--- src/rtl/sdram_bridge_pkg.sv ---
// sdram_bridge_pkg
// Shared types and helpers for the APB-to-SDRAM-controller bridge:
//   core_state_t  - request FSM states towards the SDRAM controller core
//   wbuf_entry_t  - one posted-write entry {addr, data, strb}
//   chip_selected - per-chip select decode used to build sdram_sel
package sdram_bridge_pkg;

  typedef enum logic [1:0] {
    C_IDLE = 2'd0,
    C_REQ  = 2'd1,
    C_ACK  = 2'd2
  } core_state_t;

  typedef struct packed {
    logic [31:0] addr;
    logic [31:0] data;
    logic [3:0]  strb;
  } wbuf_entry_t;

  // Chip 'chip' is selected when a read/write command targets it, or
  // unconditionally for any other command (activate/refresh/precharge are
  // broadcast to every chip on the word-extension bus).
  function automatic logic chip_selected(input logic       rw_cmd,
                                         input logic [1:0] idx,
                                         input int         chip);
    return !rw_cmd || (idx == 2'(chip));
  endfunction

endpackage

--- src/rtl/sdram_wbuf.sv ---
// sdram_wbuf
// Synchronous FIFO holding posted APB writes until the core accepts them.
// Pointers carry one extra wrap bit so full and empty are distinguishable.
// Ports:
//   clock, reset    - clock, synchronous active-high reset (empties FIFO)
//   push_i          - write push_data_i (honoured when not full, or when a
//                     pop frees a slot in the same cycle)
//   push_data_i     - entry to store
//   pop_i           - discard head entry (ignored when empty)
//   head_o          - oldest entry
//   full_o, empty_o - occupancy flags
module sdram_wbuf
  import sdram_bridge_pkg::*;
#(
  parameter int DEPTH = 4
) (
  input  logic        clock,
  input  logic        reset,
  input  logic        push_i,
  input  wbuf_entry_t push_data_i,
  input  logic        pop_i,
  output wbuf_entry_t head_o,
  output logic        full_o,
  output logic        empty_o
);

  localparam int AW = $clog2(DEPTH);

  wbuf_entry_t mem_q [DEPTH];
  logic [AW:0] wr_ptr_q;
  logic [AW:0] rd_ptr_q;
  logic        do_push;
  logic        do_pop;

  assign empty_o = (wr_ptr_q == rd_ptr_q);
  assign full_o  = (wr_ptr_q[AW] != rd_ptr_q[AW]) &&
                   (wr_ptr_q[AW-1:0] == rd_ptr_q[AW-1:0]);
  assign do_pop  = pop_i & ~empty_o;
  // A pop in the same cycle frees the slot the push needs when full.
  assign do_push = push_i & (~full_o | do_pop);
  assign head_o  = mem_q[rd_ptr_q[AW-1:0]];

  // Pointer update; reset drops every buffered write.
  always_ff @(posedge clock) begin
    if (reset) begin
      wr_ptr_q <= '0;
      rd_ptr_q <= '0;
    end else begin
      if (do_push) wr_ptr_q <= wr_ptr_q + (AW+1)'(1);
      if (do_pop)  rd_ptr_q <= rd_ptr_q + (AW+1)'(1);
    end
  end

  // Storage array; contents are only meaningful between the pointers.
  always_ff @(posedge clock) begin
    if (do_push) mem_q[wr_ptr_q[AW-1:0]] <= push_data_i;
  end

endmodule

--- src/rtl/sdram_apb_bridge.sv ---
// sdram_apb_bridge
// APB slave that forwards accesses in the SDRAM window to the SDRAM
// controller core. Writes are posted into a small FIFO and answered with
// zero wait states; reads wait for the FIFO to drain (strict ordering) and
// answer one cycle after the core ack. A write error reported by the core
// is remembered and returned on the next completing APB transfer.
// Ports:
//   clock, reset                      - clock, synchronous active-high reset
//   in_p*                             - APB request / response (pprot unused)
//   core_wr/core_rd/core_addr/wdata   - request to the core, held until accept
//   core_accept, core_ack, core_error,
//   core_rdata                        - core handshake and completion
//   sdram_cs/ras/cas                  - SDRAM command pins (observed only)
//   sdram_sel                         - per-chip select on the extension bus
module sdram_apb_bridge
  import sdram_bridge_pkg::*;
#(
  parameter int          NUM_CHIPS  = 2,
  parameter int          CHIP_LSB   = 26,
  parameter int          WBUF_DEPTH = 4,
  parameter logic [31:0] BASE       = 32'hA000_0000,
  parameter logic [31:0] ADDR_MASK  = 32'h1FFF_FFFF
) (
  input  logic                 clock,
  input  logic                 reset,
  input  logic [31:0]          in_paddr,
  input  logic                 in_psel,
  input  logic                 in_penable,
  input  logic [2:0]           in_pprot,
  input  logic                 in_pwrite,
  input  logic [31:0]          in_pwdata,
  input  logic [3:0]           in_pstrb,
  output logic                 in_pready,
  output logic [31:0]          in_prdata,
  output logic                 in_pslverr,
  output logic [3:0]           core_wr,
  output logic                 core_rd,
  output logic [31:0]          core_addr,
  output logic [31:0]          core_wdata,
  input  logic                 core_accept,
  input  logic                 core_ack,
  input  logic                 core_error,
  input  logic [31:0]          core_rdata,
  input  logic                 sdram_cs,
  input  logic                 sdram_ras,
  input  logic                 sdram_cas,
  output logic [NUM_CHIPS-1:0] sdram_sel
);

  logic        unused_pprot;
  logic        access;
  logic        in_win;
  logic        win_err;
  logic        wr_ok;
  logic        rd_want;
  logic        pop;
  logic        ack_evt;
  logic        rd_resp;
  logic        complete;
  wbuf_entry_t push_entry;
  wbuf_entry_t head;
  logic        wb_full;
  logic        wb_empty;

  core_state_t state_q, state_d;
  logic        load_rd, load_head, load_push;

  logic [3:0]  core_wr_q;
  logic        core_rd_q;
  logic [31:0] core_addr_q;
  logic [31:0] core_wdata_q;
  logic        is_rd_q;

  logic        rd_busy_q;
  logic        rd_resp_q;
  logic        rd_err_q;
  logic [31:0] rd_data_q;
  logic        wr_err_q;

  assign unused_pprot = ^in_pprot;

  assign access   = in_psel & in_penable & ~reset;
  assign in_win   = ((in_paddr & ~ADDR_MASK) == BASE);
  assign win_err  = access & ~in_win;
  assign pop      = (state_q == C_REQ) & core_accept & ~is_rd_q;
  assign wr_ok    = access & in_win & in_pwrite & (~wb_full | pop);
  // A read is requested only once: while it is in flight or being answered
  // the still-held APB access phase must not launch another one.
  assign rd_want  = access & in_win & ~in_pwrite & ~rd_busy_q & ~rd_resp_q;
  assign ack_evt  = ((state_q == C_ACK) & core_ack) |
                    ((state_q == C_REQ) & core_accept & core_ack);
  assign rd_resp  = rd_resp_q & ~reset;
  assign complete = win_err | wr_ok | rd_resp;

  assign push_entry = '{addr: in_paddr, data: in_pwdata, strb: in_pstrb};

  assign in_pready  = complete;
  assign in_prdata  = rd_resp ? rd_data_q : 32'd0;
  assign in_pslverr = win_err | (complete & wr_err_q) | (rd_resp & rd_err_q);

  assign core_wr    = core_wr_q;
  assign core_rd    = core_rd_q;
  assign core_addr  = core_addr_q;
  assign core_wdata = core_wdata_q;

  sdram_wbuf #(
    .DEPTH(WBUF_DEPTH)
  ) u_wbuf (
    .clock      (clock),
    .reset      (reset),
    .push_i     (wr_ok),
    .push_data_i(push_entry),
    .pop_i      (pop),
    .head_o     (head),
    .full_o     (wb_full),
    .empty_o    (wb_empty)
  );

  // Core FSM state register.
  always_ff @(posedge clock) begin
    if (reset) state_q <= C_IDLE;
    else       state_q <= state_d;
  end

  // Core FSM next state. Reads go first only when the buffer is empty, so
  // every earlier posted write reaches the core before the read. A write
  // arriving while idle and empty is issued straight from the APB bus so
  // the request appears one cycle after the access.
  always_comb begin
    state_d   = state_q;
    load_rd   = 1'b0;
    load_head = 1'b0;
    load_push = 1'b0;
    unique case (state_q)
      C_IDLE: begin
        if (rd_want && wb_empty) begin
          load_rd = 1'b1;
          state_d = C_REQ;
        end else if (!wb_empty) begin
          load_head = 1'b1;
          state_d   = C_REQ;
        end else if (wr_ok) begin
          load_push = 1'b1;
          state_d   = C_REQ;
        end
      end
      C_REQ: begin
        if (core_accept) state_d = core_ack ? C_IDLE : C_ACK;
      end
      C_ACK: begin
        if (core_ack) state_d = C_IDLE;
      end
      default: state_d = C_IDLE;
    endcase
  end

  // Request registers. Address and data stay put after accept so the chip
  // select can still be decoded while the core runs the command.
  always_ff @(posedge clock) begin
    if (reset) begin
      core_wr_q    <= '0;
      core_rd_q    <= 1'b0;
      core_addr_q  <= '0;
      core_wdata_q <= '0;
      is_rd_q      <= 1'b0;
    end else if (load_rd) begin
      core_wr_q    <= '0;
      core_rd_q    <= 1'b1;
      core_addr_q  <= in_paddr;
      core_wdata_q <= '0;
      is_rd_q      <= 1'b1;
    end else if (load_head) begin
      core_wr_q    <= head.strb;
      core_rd_q    <= 1'b0;
      core_addr_q  <= head.addr;
      core_wdata_q <= head.data;
      is_rd_q      <= 1'b0;
    end else if (load_push) begin
      core_wr_q    <= push_entry.strb;
      core_rd_q    <= 1'b0;
      core_addr_q  <= push_entry.addr;
      core_wdata_q <= push_entry.data;
      is_rd_q      <= 1'b0;
    end else if ((state_q == C_REQ) && core_accept) begin
      core_wr_q <= '0;
      core_rd_q <= 1'b0;
    end
  end

  // Read completion and sticky write-error tracking. A new error wins over
  // a clear in the same cycle.
  always_ff @(posedge clock) begin
    if (reset) begin
      rd_busy_q <= 1'b0;
      rd_resp_q <= 1'b0;
      rd_err_q  <= 1'b0;
      rd_data_q <= '0;
      wr_err_q  <= 1'b0;
    end else begin
      if (load_rd)                rd_busy_q <= 1'b1;
      else if (ack_evt & is_rd_q) rd_busy_q <= 1'b0;
      rd_resp_q <= ack_evt & is_rd_q;
      if (ack_evt & is_rd_q) begin
        rd_data_q <= core_rdata;
        rd_err_q  <= core_error;
      end
      wr_err_q <= (ack_evt & ~is_rd_q & core_error) | (wr_err_q & ~complete);
    end
  end

  // Chip select on the word-extension bus, decoded from the in-flight
  // request address rather than the live APB address.
  generate
    if (NUM_CHIPS == 1) begin : g_single
      logic unused_pins;
      assign unused_pins = ^{sdram_cs, sdram_ras, sdram_cas};
      assign sdram_sel   = 1'b1;
    end else begin : g_multi
      localparam int CW = $clog2(NUM_CHIPS);
      logic       rw_cmd;
      logic [1:0] chip_idx;
      assign rw_cmd   = ~sdram_cs & sdram_ras & ~sdram_cas;
      assign chip_idx = 2'(core_addr_q[CHIP_LSB +: CW]);
      for (genvar c = 0; c < NUM_CHIPS; c++) begin : g_chip
        assign sdram_sel[c] = chip_selected(rw_cmd, chip_idx, c);
      end
    end
  endgenerate

endmodule

--- config.mk ---
export PLATFORM = sky130hd
export DESIGN_NAME = sdram_apb_bridge
export DESIGN_NICKNAME = d
export VERILOG_FILES = /design/src/rtl/sdram_bridge_pkg.sv /design/src/rtl/sdram_wbuf.sv /design/src/rtl/sdram_apb_bridge.sv
export SDC_FILE = /design/constraint.sdc
export NUM_CORES = 1
export LEC_CHECK = 0
export CAP_MARGIN = 20
export CORE_MARGIN = 2
export CORE_UTILIZATION = 30
export DETAILED_ROUTE_END_ITERATION = 10
export PLACE_DENSITY_LB_ADDON = 0.15
export SYNTH_ARGS = -nofsm -noshare
export SYNTH_HDL_FRONTEND = slang
export SYNTH_SLANG_ARGS = --single-unit
--- constraint.sdc ---
create_clock -name clock -period 11.2 [get_ports clock]
set_input_delay 2.24 -clock clock [delete_from_list [all_inputs] [get_ports clock]]
set_output_delay 2.24 -clock clock [all_outputs]
set_load 0.01 [all_outputs]
==> results_dict.tcl <==
set metrics [dict create \
    status "completed" \
    p_int_mw 2.45 \
    synth_edf_count 272 \
    cts_buffer_depth 3 \
    combPwrFrac_pct 3.8 \
    synthesis.area_sq_um 15300 \
    pin_count 219 \
    synth_top_family_by_area "multiplexers" \
    synth_cells 925 \
    p_leak_nw 6.56 \
    wl_met1_um 17800 \
    cts_setup_buffers 0 \
    synthesis.nets 1044 \
    finalSetupViolCount 0 \
    dr.pass1.iters 6 \
    p_sw_mw 0.640 \
    core_area_sq_um 50300 \
    drt_iter0_markers 592 \
    cts_root_buf "clkbuf_16" \
    holdWs_ns 0.477 \
    fin_setup_tns_ns 0 \
    nFillCells 4721 \
    vias_per_cell 4.95 \
    max_freq_mhz 145 \
    ys_ff_latch 388 \
    clock_latency_ns 0.57 \
    cts_buffers 45 \
    critical_path_arrival_ns 4.65 \
    ir_drop_mv 0.0869 \
    drive_gt1_share_pct 20.0 \
    setup.worst_path.start_class "input port" \
    ctsResizeCount 0 \
    rows 82 \
    critical_path_class "input port to primary output" \
    vias 9122 \
    synth.yosys.seq_area_share_pct 68.5 \
    finalHoldViolCount 0 \
    ant_nets 0 \
    fin_skew_ns 0.0137 \
    met2RoutedLength_um 20300 \
    yosys_warnings 0 \
    place_ws_ns 4.24 \
    hpwl_um 23100 \
    die_x_um 230 \
    h-tree-depth 2 \
    gp_routability_congestion 0.699 \
    report.final.slew_viol_count 0 \
    drv_cap 0 \
    yosysUniqueCellTypes 54 \
    end_kind "primary output" \
    antenna_found_initial 4 \
    swShare_pct 20.7 \
    layout_common_cells "edfxtp_1 (272), clkdlybuf4s50_1 (214), dfxtp_1 (114)" \
    finalCritPeriodShare_pct 61.5 \
    power_mw 3.09 \
    clkPwrFrac_pct 46.3 \
    rsz0062_at_grt "false" \
    areaGrowthSynthToFinish_pct 28.0 \
    port_buffers 215 \
    crit_path_max_fanout 55 \
    drc 0 \
    synth_adder_area_share_pct 0.409 \
    synth-async-reset-ratio_pct 0 \
    fin_nets 1252 \
    cts_tree "done" \
    initial_core_util_pct 30.5 \
    cts.sinks 388 \
    synthSimpleGateAreaFrac_pct 4.14 \
    seqPwrFrac_pct 49.9 \
    wl_per_cell_um 22.3 \
    worst_slack_ns 4.31 \
    synth_compound_area_share_pct 10.8 \
    muxShareOfSynthArea_pct 12.4 \
    grt_pass1_vias 9649 \
    top_layer_used "met5" \
    final_common_cell "edfxtp_1" \
    grt_max_degree 56 \
    grt_pass1_wl_um 61500 \
    synth_xor_area_share_pct 0.286 \
    hp-class "register to register" \
    dr_wl_met3_um 2200 \
    synth.avg_cell_area_sq_um 16.5 \
    grt-ovfl-total 0 \
    dieArea_sq_um 52900 \
    worstPathRequired_ns 8.96 \
    die_h_um 230 \
    r2r_cells 6 \
    min_period_ns 6.89 \
    relSlewSlack_pct 35.5 \
    tightestPinTransition_ns 0.964 \
    powerDensity_nw_per_um2 158 \
    holdPathStages 2 \
    yosys_most_used_dff "edfxtp_1" \
    totalWireLength_um 41200 \
    hold_buffers 0 \
    clk_pin_slew_worst_paths_ns 0.06 \
    grt_use_total_pct 15.5 \
]
power groups by stage:
stage | clock network, mW | registers [mW] | logic, mW
3_3_place_gp | 0 | 1.57 | 0.117
3_5_place_dp | 0 | 1.57 | 0.118
4_1_cts | 1.47 | 1.54 | 0.118
6_report | 1.43 | 1.54 | 0.118
5_1_grt | 1.53 | 1.54 | 0.127
2_1_floorplan | 0 | 1.58 | 0.0343
registers in the layout, summed over array words and instances, names as in the netlist, 2 cells and up, named ones only:
signal and cells:
core_wdata 32, u_wbuf.wr_ptr_q 3, rd_data_q 32, core_addr 32, u_wbuf.rd_ptr_q 3, state_q 2, u_wbuf.mem_q 272, core_wr 4
synthesized netlist by cell type, types with 3 or more instances:
library cell / count / area, sq um
ha_1: 5 / 62.6
nor2b_1: 3 / 18.8
o221a_2: 53 / 597
a31oi_1: 65 / 407
clkbuf_1: 32 / 120
mux4_2: 68 / 1530
nand3b_1: 3 / 22.5
inv_1: 36 / 135
dfxtp_1: 116 / 2320
o31a_1: 29 / 254
mux2i_1: 34 / 340
nand3_1: 4 / 20.0
nor2_1: 46 / 173
a221oi_1: 4 / 35.0
buf_6: 9 / 101
xnor2_1: 4 / 35.0
edfxtp_1: 272 / 8170
buf_4: 5 / 37.5
buf_2: 26 / 130
a21oi_1: 5 / 25.0
nor3b_1: 3 / 22.5
and3b_1: 3 / 26.3
a31o_2: 5 / 43.8
o31ai_1: 4 / 30.0
and2_1: 35 / 219
nand2_1: 11 / 41.3
o21ai_0: 5 / 25.0
a21oi_2: 3 / 26.3
o221a_1: 10 / 113
logic make-up after synthesis:
group	Yosys count
flip-flops	388
AO/OA/AOI/OAI	194
AND/OR/NAND/NOR	118
buffers and inverters	111
multiplexers	104
XOR/XNOR	5
adder cells (fa/ha/maj)	5
routing by layer:
| layer | track usage [%] | up-vias |
|---|---|---|
| met1 | 19.8 | 4680 |
| li1 | - | 4153 |
| met2 | 26.1 | 231 |
| met5 | 0 | - |
| met3 | 3.66 | 56 |
| met4 | 4.74 | 2 |
path summary, 6_finish.rpt:
kind	slack (ns)	startpoint	end
hold reg to reg	0.48	core_wr[1]	core_wr[1]
hold / removal	0.48	core_wr[1]	core_wr[1]
setup reg to reg	7.89	u_wbuf.wr_ptr_q[0]	core_wdata[29]
setup / recovery	4.31	reset	in_pslverr
stage by stage:
step / instances / utilization, % / area, sq um
finish: 1844 / 39.0 / 19600
CTS: 1840 / 38.9 / 19600
detailed placement: 1757 / 36.0 / 18100
global placement: 1757 / 36.0 / 18100
floorplan: 925 / - / 15300
global route: 1841 / 39.0 / 19600
critical path: stages:
cell and delay (ns):
buf_2 0.10, buf_4 0.30, nor2b_2 0.84, a21oi_1 0.10, o21ai_0 0.16, a21boi_0 0.25
clkdlybuf4s50_1 0.62
final cells by class:
class                      instances  area [sq um]  area share [%]
sequential                       388         10500            53.6
multi-input combinational        426          4350            22.2
clock inverter                    19           181           0.926
clock buffer                      64          1260            6.42
timing repair buffer             235          2320            11.8
tap                              672           841            4.29
inverter                          37           139           0.709
antenna                            3          7.51          0.0383
(Power assumes the default switching activity.)
